[src/rtl/mem_bus_arbiter.sv]
// Two-master round-robin arbiter sharing the data memory between load/store (M0) and fetch (M1).
// Grant registered on request, slave path combinational while granted; watchdog aborts unacked strobes.
module mem_bus_arbiter #(
   parameter int DWIDTH     = 32,
   parameter int SWIDTH     = DWIDTH / 8,
   parameter int ADDR_WIDTH = 32,
   parameter int TIMEOUT    = 15
) (
   input  logic                  ab_clk,
   input  logic                  ab_rst,
   input  logic                  ab_i_m0_cyc,
   input  logic                  ab_i_m0_stb,
   input  logic                  ab_i_m0_we,
   input  logic [ADDR_WIDTH-1:0] ab_i_m0_addr,
   input  logic [DWIDTH-1:0]     ab_i_m0_data,
   input  logic [SWIDTH-1:0]     ab_i_m0_sel,
   output logic                  ab_o_m0_ack,
   output logic                  ab_o_m0_err,
   output logic                  ab_o_m0_stall,
   output logic [DWIDTH-1:0]     ab_o_m0_data,
   input  logic                  ab_i_m1_cyc,
   input  logic                  ab_i_m1_stb,
   input  logic                  ab_i_m1_we,
   input  logic [ADDR_WIDTH-1:0] ab_i_m1_addr,
   input  logic [DWIDTH-1:0]     ab_i_m1_data,
   input  logic [SWIDTH-1:0]     ab_i_m1_sel,
   output logic                  ab_o_m1_ack,
   output logic                  ab_o_m1_err,
   output logic                  ab_o_m1_stall,
   output logic [DWIDTH-1:0]     ab_o_m1_data,
   output logic                  ab_o_cyc,
   output logic                  ab_o_stb,
   output logic                  ab_o_we,
   output logic [ADDR_WIDTH-1:0] ab_o_addr,
   output logic [DWIDTH-1:0]     ab_o_data,
   output logic [SWIDTH-1:0]     ab_o_sel,
   input  logic                  ab_i_ack,
   input  logic                  ab_i_stall,
   input  logic [DWIDTH-1:0]     ab_i_data
);

   localparam int TW = $clog2(TIMEOUT + 1);
   localparam logic [TW-1:0] TLAST = TW'(TIMEOUT - 1);

   typedef enum logic [1:0] {IDLE, GNT0, GNT1, ERR} state_t;

   state_t          state, state_nxt;
   logic            owner, owner_nxt;
   logic            last, last_nxt;
   logic            err_q, err_nxt;
   logic            win;
   logic [TW-1:0]   tcnt, tcnt_nxt;

   logic                  own_cyc, own_stb, own_we, oth_cyc;
   logic [ADDR_WIDTH-1:0] own_addr;
   logic [DWIDTH-1:0]     own_data;
   logic [SWIDTH-1:0]     own_sel;

   assign own_cyc  = owner ? ab_i_m1_cyc  : ab_i_m0_cyc;
   assign own_stb  = owner ? ab_i_m1_stb  : ab_i_m0_stb;
   assign own_we   = owner ? ab_i_m1_we   : ab_i_m0_we;
   assign own_addr = owner ? ab_i_m1_addr : ab_i_m0_addr;
   assign own_data = owner ? ab_i_m1_data : ab_i_m0_data;
   assign own_sel  = owner ? ab_i_m1_sel  : ab_i_m0_sel;
   assign oth_cyc  = owner ? ab_i_m0_cyc  : ab_i_m1_cyc;

   always_ff @(posedge ab_clk) begin
      if (ab_rst) begin
         state <= IDLE;
         owner <= 1'b0;
         last  <= 1'b1;
         tcnt  <= '0;
         err_q <= 1'b0;
      end else begin
         state <= state_nxt;
         owner <= owner_nxt;
         last  <= last_nxt;
         tcnt  <= tcnt_nxt;
         err_q <= err_nxt;
      end
   end

   always_comb begin
      state_nxt     = state;
      owner_nxt     = owner;
      last_nxt      = last;
      tcnt_nxt      = tcnt;
      err_nxt       = 1'b0;
      win           = 1'b0;
      ab_o_cyc      = 1'b0;
      ab_o_stb      = 1'b0;
      ab_o_we       = 1'b0;
      ab_o_addr     = '0;
      ab_o_data     = '0;
      ab_o_sel      = '0;
      ab_o_m0_ack   = 1'b0;
      ab_o_m0_err   = 1'b0;
      ab_o_m0_stall = 1'b1;
      ab_o_m0_data  = '0;
      ab_o_m1_ack   = 1'b0;
      ab_o_m1_err   = 1'b0;
      ab_o_m1_stall = 1'b1;
      ab_o_m1_data  = '0;

      case (state)
         IDLE: begin
            if (ab_i_m0_cyc || ab_i_m1_cyc) begin
               // On a tie the master that was not granted last time wins
               win       = (ab_i_m0_cyc && ab_i_m1_cyc) ? ~last : ab_i_m1_cyc;
               state_nxt = win ? GNT1 : GNT0;
               owner_nxt = win;
               last_nxt  = win;
               tcnt_nxt  = '0;
            end
         end

         GNT0, GNT1: begin
            ab_o_cyc  = own_cyc;
            ab_o_stb  = own_cyc & own_stb;
            ab_o_we   = own_we;
            ab_o_addr = own_addr;
            ab_o_data = own_data;
            ab_o_sel  = own_sel;
            if (owner) begin
               ab_o_m1_ack   = ab_i_ack;
               ab_o_m1_stall = ab_i_stall;
               ab_o_m1_data  = ab_i_data;
            end else begin
               ab_o_m0_ack   = ab_i_ack;
               ab_o_m0_stall = ab_i_stall;
               ab_o_m0_data  = ab_i_data;
            end

            if (!own_cyc) begin
               tcnt_nxt = '0;
               if (oth_cyc) begin
                  win       = ~owner;
                  state_nxt = win ? GNT1 : GNT0;
                  owner_nxt = win;
                  last_nxt  = win;
               end else begin
                  state_nxt = IDLE;
               end
            end else if (ab_i_ack) begin
               tcnt_nxt = '0;
            end else if (own_stb) begin
               // Ack in the final allowed cycle takes the branch above, so it beats the abort
               if (tcnt == TLAST) begin
                  state_nxt = ERR;
                  tcnt_nxt  = '0;
                  err_nxt   = 1'b1;
               end else begin
                  tcnt_nxt = tcnt + 1'b1;
               end
            end
         end

         ERR: begin
            if (owner) ab_o_m1_err = err_q;
            else       ab_o_m0_err = err_q;
            if (!own_cyc) begin
               if (oth_cyc) begin
                  win       = ~owner;
                  state_nxt = win ? GNT1 : GNT0;
                  owner_nxt = win;
                  last_nxt  = win;
               end else begin
                  state_nxt = IDLE;
               end
            end
         end

         default: state_nxt = IDLE;
      endcase
   end

endmodule

[config.mk]
export PLATFORM = sky130hd
export DESIGN_NAME = mem_bus_arbiter
export DESIGN_NICKNAME = d
export VERILOG_FILES = /design/src/rtl/mem_bus_arbiter.sv
export SDC_FILE = /design/constraint.sdc
export NUM_CORES = 1
export LEC_CHECK = 0
export BUFFER_PORTS_ARGS = -buffer_cell sky130_fd_sc_hd__buf_2
export CORE_AREA = 2 2 124 126
export DETAILED_ROUTE_END_ITERATION = 6
export DIE_AREA = 0 0 126 128
export PLACE_DENSITY_LB_ADDON = 0.2
export SKIP_CTS_REPAIR_TIMING = 1
export SLEW_MARGIN = 40
export SYNTH_ARGS = -nofsm -noshare
export SYNTH_HDL_FRONTEND = slang
export SYNTH_SLANG_ARGS = --single-unit
export TNS_END_PERCENT = 1
[constraint.sdc]
create_clock -name ab_clk -period 1.7 [get_ports ab_clk]
set_clock_uncertainty 0.2 [all_clocks]
set_input_delay 0.085 -clock ab_clk [delete_from_list [all_inputs] [get_ports ab_clk]]
set_output_delay 0.085 -clock ab_clk [all_outputs]
set_load 0.03 [all_outputs]
# After elaboration in Yosys (flattened, before gate mapping)
# Cells that the tools add are included.
# totals
reg_bits,9
input_bits,178
wordCells,85
# classes
eq_ne,12
bitwise_logic,6
muxes,51
n_reduce_logical,10
n_addsub,1
# op_table
cell,count
$mux W32,8
$mux W4,7
$mux W1,24
$mux W2,9
$ne A3 B3 Y1 const B,3
$pmux W4 S2,1
$ne A2 B2 Y1 const B,3
$pmux W2 S3,1
$reduce_and A3 Y1,2
$not A1 Y1,5
$reduce_and A5 Y1,1
$reduce_or A5 Y1,1
$add A4 B1 Y4 const B,1
$eq A2 B2 Y1 const B,2
$eq A4 B4 Y1 const B,1
$ne A4 B4 Y1 const B,1
$reduce_or A3 Y1,1
$eq A2 B1 Y1 const B,1
$logic_not A2 Y1,1
$ne A2 B1 Y1 const B,1
$pmux W1 S2,1
$reduce_bool A2 Y1,1
$reduce_or A2 Y1,1
$and A1 B1 Y1,1
2 further kinds,2

# Logic depth before layout (Yosys ltp)
# Gate-level depths: netlist of the first run.
# logic_depth
depth_word,6
mapped_depth,7

# Least setup slack after synthesis of the first run
# No wires, ideal clock.
# synth_timing
path_kind,flip-flop to output port
from,reg state[1]
to,out ab_o_addr[22]
path_stages_with_launch,7
path_buffers,3
path_slack_ns,-0.393
t_arrival_ns,1.808
cell_sequence,dfxtp_1 > inv_1 > ha_1 > buf_2 > clkbuf_1 > clkbuf_1 > nor2b_1
# synth_between
elab_chain_cells,3
# synth_lines
item,line_no,source
start: declaration,47,"state_t state, state_nxt;"
start signal: assignment,75,state <= state_nxt;
$eq A2 B1 Y1 or $eq A2 B2 Y1 (tied branches),105,case (state)
$reduce_or A2 Y1 (*),105,
$mux W32 (*),105,
end: declaration,34,"output logic [ADDR_WIDTH-1:0] ab_o_addr,"
# Every way passes the cells marked *; elsewhere a longest branch is shown, timed or not.

# Worst setup path in the final report of the first run
# layout_timing
from,reg state[1]
to,out ab_o_m1_data[4]
# layout_between
elab_chain_cells,3
# layout_lines
item,line_no,source
$eq A2 B1 Y1 or $eq A2 B2 Y1 (tied branches),105,
$reduce_or A2 Y1 (*),105,
$mux W32 (*),105,
end: declaration,30,"output logic [DWIDTH-1:0] ab_o_m1_data,"
# Marks and branches as above.

==> results.yml, run 1 <==
run_status:
  status: "finished, violations left"
  violations: "setup timing"
grt:
  grtUsageTotal: 0.1304
  grt_max_degree: 63
  grt_pass1_wl_mm: 17.11
  antenna_found_initial: 1
  grt_pass1_vias: 3291
  grt_overflow: 0
logic_synthesis:
  synthDistinctLibCells: 39
  synth-main-ff-cell: "dfxtp_1"
  synth_top_area_share: 0.3012
  synth.avg_cell_area_um2: 7.361
  synth-edff-count: 0
  synthTopCellsByArea: "mux2i_1 30%, nor2b_1 19%, and3_1 9.4%, and2_1 9.1%, dfxtp_1 7.7%"
  syn_inst: 316
  ys_seq_area_frac: 0.07746
  synth.ff_latch_count: 9
  yosysWarnings: 0
  postSynth.asyncResetShare: 0
  yosysTopAreaCell: "mux2i_1"
  syn_nets: 499
  syn_area_um2: 2326
clocking:
  clk_path_buf_depth: 2
  ctsHtreeMaxLevel: 1
  cts_buffers: 3
  clk_latency_ps: 240
  cts_root_buf: "clkbuf_16"
  clkTransAtPathRegs_ps: 40
  cts_tree: "done"
  cts.sinks: 9
worst_hold_path:
  whs_path_depth: 3
  hold_path_startpoint: "ab_i_m1_cyc"
  hold_path_class: "in2reg"
  min_to: "owner$_SDFFE_PP0P_"
critical_path:
  crit_buf_inv: 4
  cp_max_fo: 16
  critPathTopFamily: "buffers and inverters"
  crit_chain: "inv_2, ha_4, buf_8, clkbuf_16, and3_1, clkbuf_4"
  slowest_stage: "dfxtp_2"
  crit_required_ps: 1410
  max_stage_delay_ps: 330
  worst_setup_path_end_kind: "output port"
  r2r_cells: 6
  crit_type: "reg2out"
  critPathLaunchType: "flip-flop"
  r2r_slack_ps: -70
  crit_start: "state[1]$_SDFFE_PP0P_"
  crit_arrival_ps: 1610
  r2r_start: "state[0]$_SDFFE_PP0P_"
  r2r_end: "state[0]$_SDFFE_PP0P_"
layout:
  finalNonFillerCells: 822
  multi_input_area_um2: 2325
  post_route_cells_drive_above_1_share: 0.7303
  fin_util: 0.3684
  seq_area_um2: 186.4
  diodes: 0
  fillers: 1516
  fin_nets: 818
  areaGrowthSynthToFinish_pct: 135.4
route:
  post_drt_wl_per_cell_um: 15.85
  routed_wirelength_mm: 13.03
  avgViaCountPerCell: 4.309
  drc: 0
  first_pass_iters: 4
  antenna_left: 0
  first_iter_violations: 139
  num_vias: 3542
floorplan:
  die_x_um: 126
  core_um2: 14860
  start_util: 0.1565
  placementRows: 45
  die_y_um: 128
  die-area_um2: 16130
  ios: 319
timing:
  slew_viol_final: 0
  rsz0062_at_grt: "yes"
  period_needed_ps: 1895
  slew_headroom: 0.7384
  worst_slack_ps: -195.4
  hold_viol: 0
  fmax_mhz: 527.6
  fin_crit_sh: 1.115
  worstMarginPinSlew_ps: 389.5
  setup_viol: 143
run:
  cap_violations: 0
place:
  place_congestion: 0.8744
  dp_hpwl_mm: 9.870
  dp_slack_ps: -146.7
  placed_cells: 814
  port_buffers: 318
power:
  power-per-cell-area_nw_per_um2: 1499
  peakVddDrop_mv: 0.6628
  p_leak_nw: 2.739
==> cell usage in the layout (no fill, tap or decap), types with 2 or more instances in the layout <==
cell,n
dfxtp_2,2
buf_12,4
inv_2,2
buf_16,2
nand3_1,3
a311oi_1,2
nor2_1,5
o22a_1,2
buf_6,94
a21oi_1,5
nor2b_2,54
o21ai_0,5
nor2b_4,16
a22oi_1,2
and2_1,4
and3_1,31
buf_4,37
dfxtp_1,6
and2_2,30
mux2i_2,3
clkbuf_16,5
buf_2,183
mux2i_1,67
ha_1,3
and3_4,4
a31oi_1,2
clkbuf_4,21
inv_1,6
a2bb2oi_1,2
nand2_1,6
==> flip-flops by register name, summed over array words and instances (netlist names) <==
signal and count:
owner 1, err_q 1, state 2, tcnt 4, last 1
==> cells in the mapped netlist, types with 5 or more instances <==
master     n
a21oi_1    5
and2_1    34
and3_1    35
buf_2     11
clkbuf_1  20
dfxtp_1    9
ha_1       5
inv_1      8
mux2i_1   70
nand2_1    6
nor2_1     5
nor2b_1   70
o21ai_0    5
==> worst min-delay path, stage by stage <==
cell     delay [ps]
buf_2           170
a22oi_1         110
nor2_1           80
==> cell type report <==
cell class | instances | share of cell area
timing repair buffer | 345 | 0.4785
multi-input combinational | 268 | 0.4246
tap | 188 | 0.04296
sequential | 9 | 0.03405
clock buffer | 4 | 0.01440
inverter | 8 | 0.005484
==> logic make-up after synthesis <==
kind of cell             after synthesis  synth area share
buffers and inverters                 39           0.06885
adder cells (fa/ha/maj)                5           0.02690
flip-flops                             9           0.07746
AO/OA/AOI/OAI                         29           0.09092
multiplexers                          71            0.3061
AND/OR/NAND/NOR                      163            0.4298
==> worst max path at each step <==
| stage | to | slack, ps | cells past startpoint |
|---|---|---|---|
| CTS | ab_o_m0_data[31] | -400 | 6 |
| global route | ab_o_m0_data[0] | -280 | 6 |
| detailed placement | ab_o_m0_data[31] | -150 | 6 |
| global placement | ab_o_addr[28] | -90 | 6 |
| finish | ab_o_m1_data[4] | -200 | 6 |
| floorplan | ab_o_addr[0] | -240 | 6 |
==> power by group <==
group	switching (W)	internal, W	total, W
Sequential	0.0000255	0.000246	0.000272
Combinational	0.00399	0.00351	0.00750
Clock	0.000114	0.000315	0.000429
==> through the flow <==
step	TNS, ps	hold WS, ps	total power (W)	instance area, µm²
after floorplan	-22760	101.2	0.004394	2582
after global placement	-7239	208.7	0.006118	4519
after detailed placement	-12940	215.7	0.006172	4519
after CTS	-48630	-27.24	0.006621	4598
after global routing	-32520	77.26	0.008619	5475
final	-20060	44.29	0.008205	5475
==> layer usage <==
layer | up-vias | global-route usage | share of wire
li1 | 1731 | - | -
met1 | 1602 | 0.1479 | 0.38
met2 | 193 | 0.2517 | 0.53
met3 | 14 | 0.02629 | 0.074
met4 | 2 | 0.02586 | 0.013
met5 | - | 0 | 0.0012
(Power assumes the default switching activity.)
==> run 2, diff against run 1 <==
--- a/config.mk
+++ b/config.mk
@@ -15,4 +15,3 @@
 export SYNTH_ARGS = -nofsm -noshare
 export SYNTH_HDL_FRONTEND = slang
 export SYNTH_SLANG_ARGS = --single-unit
-export TNS_END_PERCENT = 1
==> run 2 against run 1 <==
The run still ends with setup timing left. Non-clock buffer count is 27 higher. Count of clock-buffer cells in the layout stayed put. Utilization is 7.1 points higher. Sequential share of layout area is 0.55 points lower. Combinational power is 19% higher. Cell count is 3.3% higher. Die area stayed put. Global-route usage is 0.40 points lower. Critical path depth is 1 higher. Largest cell class is now multi-input combinational cells.
==> results.yml, run 2 (synthesis results as in run 1) <==
run_status:
  status: "finished, violations left"
  violations: "setup timing"
layout:
  post_route_cells_drive_above_1_share: 0.8200
  reg_top3: "tcnt (4), state (2)"
  largest_reg_flops: 4
  fin_nets: 845
  mostFrequentLayoutCell: "buf_2"
  fin_util: 0.4391
  final_cell_mix: "200 x buf_2, 89 x buf_6, 70 x nor2b_4"
  diodes: 0
  largest-register: "tcnt"
  areaGrowthSynthToFinish_pct: 180.6
  final_cell_area_um2: 6526
floorplan:
  die_y_um: 128
  die-area_um2: 16130
  die_x_um: 126
  ios: 319
  core_um2: 14860
  placementRows: 45
  start_util: 0.1565
place:
  place_area_um2: 4977
  port_buffers: 318
  dp_hpwl_mm: 9.760
  place_congestion: 0.8485
timing:
  slew_viol_final: 0
  worstMarginPinSlew_ps: 371.9
  fin_crit_sh: 1.142
  rsz0062_at_grt: "yes"
  worst_slack_ps: -240.8
  fmax_mhz: 515.2
  whs_ps: 88.87
  setup_viol: 141
  hold_viol: 0
  period_needed_ps: 1941
  slew_headroom: 0.7516
route:
  first_pass_iters: 6
  first_iter_violations: 84
  post_drt_wl_per_cell_um: 16.15
  avgViaCountPerCell: 4.425
  drc: 0
  antenna_left: 0
  num_vias: 3757
  routed_wirelength_mm: 13.71
clocking:
  cts_buffers: 3
  clk_path_buf_depth: 2
  ctsHtreeMaxLevel: 1
  clk_latency_ps: 230
  cts_tree: "done"
  cts_root_buf: "clkbuf_16"
  cts.sinks: 9
  clkTransAtPathRegs_ps: 40
grt:
  grtUsageTotal: 0.1264
  top_usage_layer: "met2"
  grt_pass1_vias: 3448
  grt_use_met1: 0.1341
  grt_pass1_wl_mm: 16.83
  grt_max_degree: 55
  grt_overflow: 0
  grtUsageMet3: 0.02045
  grt_use_met2: 0.2682
  antenna_found_initial: 0
critical_path:
  critPathLaunchType: "flip-flop"
  worst_setup_path_end_kind: "output port"
  slowest_stage: "dfxtp_2"
  crit_start: "state[1]$_SDFFE_PP0P_"
  r2r_start: "state[1]$_SDFFE_PP0P_"
  crit_required_ps: 1410
  r2r_cells: 7
  max_stage_delay_ps: 330
  cp_max_fo: 8
  crit_chain: "inv_2, ha_4, nor2b_4, buf_12, clkbuf_16, and2_4, buf_6"
  crit_arrival_ps: 1660
  crit_type: "reg2out"
power:
  power-per-cell-area_nw_per_um2: 1472
  peakVddDrop_mv: 0.6159
  p_leak_nw: 3.176
run:
  cap_violations: 0
worst_hold_path:
  hold_path_startpoint: "ab_i_ack"
  hold_path_class: "in2reg"
  whs_path_depth: 3
run 2: cell count changes in the layout (fill, tap and decap cells not counted), moves of 30 or more:
cell / change
nor2b_2: -54
nor2b_4: +54
mux2i_1: -36
and2_4: +32
and2_2: -30
run 2: per-stage QoR:
stage               setup TNS [ps]  std cells  total power (W)  setup WS (ps)
finish                      -18930        849         0.009608         -240.8
global route                -25950        849          0.01004         -287.4
CTS                         -28440        824         0.007706         -306.7
detailed placement           -1834        820         0.007271         -83.67
global placement            -744.9        820         0.007239         -28.54
floorplan                  -0.8706        316         0.005383        -0.8706
run 2: where the power goes:
part	switching (W)	total, W	internal (W)	leakage, nW
registers	0.0000311	0.000278	0.000247	0.0747
clock network	0.000104	0.000418	0.000314	0.0382
logic	0.00427	0.00891	0.00464	3.06
run 2: worst paths after layout:
check                           slack, ps                    end
worst min-delay path                   90   tcnt[2]$_SDFFE_PP0P_
worst max-delay path                 -240       ab_o_m0_data[27]
worst min register to register        300   tcnt[3]$_SDFFE_PP0P_
worst max register to register       -110  state[1]$_SDFFE_PP0P_
run 2: critical path: cells and delay by family (launching register included):
family	cells	cell delay, ps
adder cells (fa/ha/maj)	1	320
flip-flops	1	330
AND/OR/NAND/NOR	2	320
buffers and inverters	4	450
run 2: layer usage:
layer | part of all wire | routed length, µm
met1 | 0.34 | 4632
met2 | 0.58 | 7901
met3 | 0.073 | 1002
met4 | 0.013 | 175
met5 | 0 | 0
run 2: final cells by class:
cell class	count	area (µm²)
Fill cell	1417	8338
Tap cell	188	235.2
Timing Repair Buffer	372	2969
Multi-Input combinational cell	268	3027
Sequential cell	9	186.4
Inverter	8	30.03
Clock buffer	4	78.83
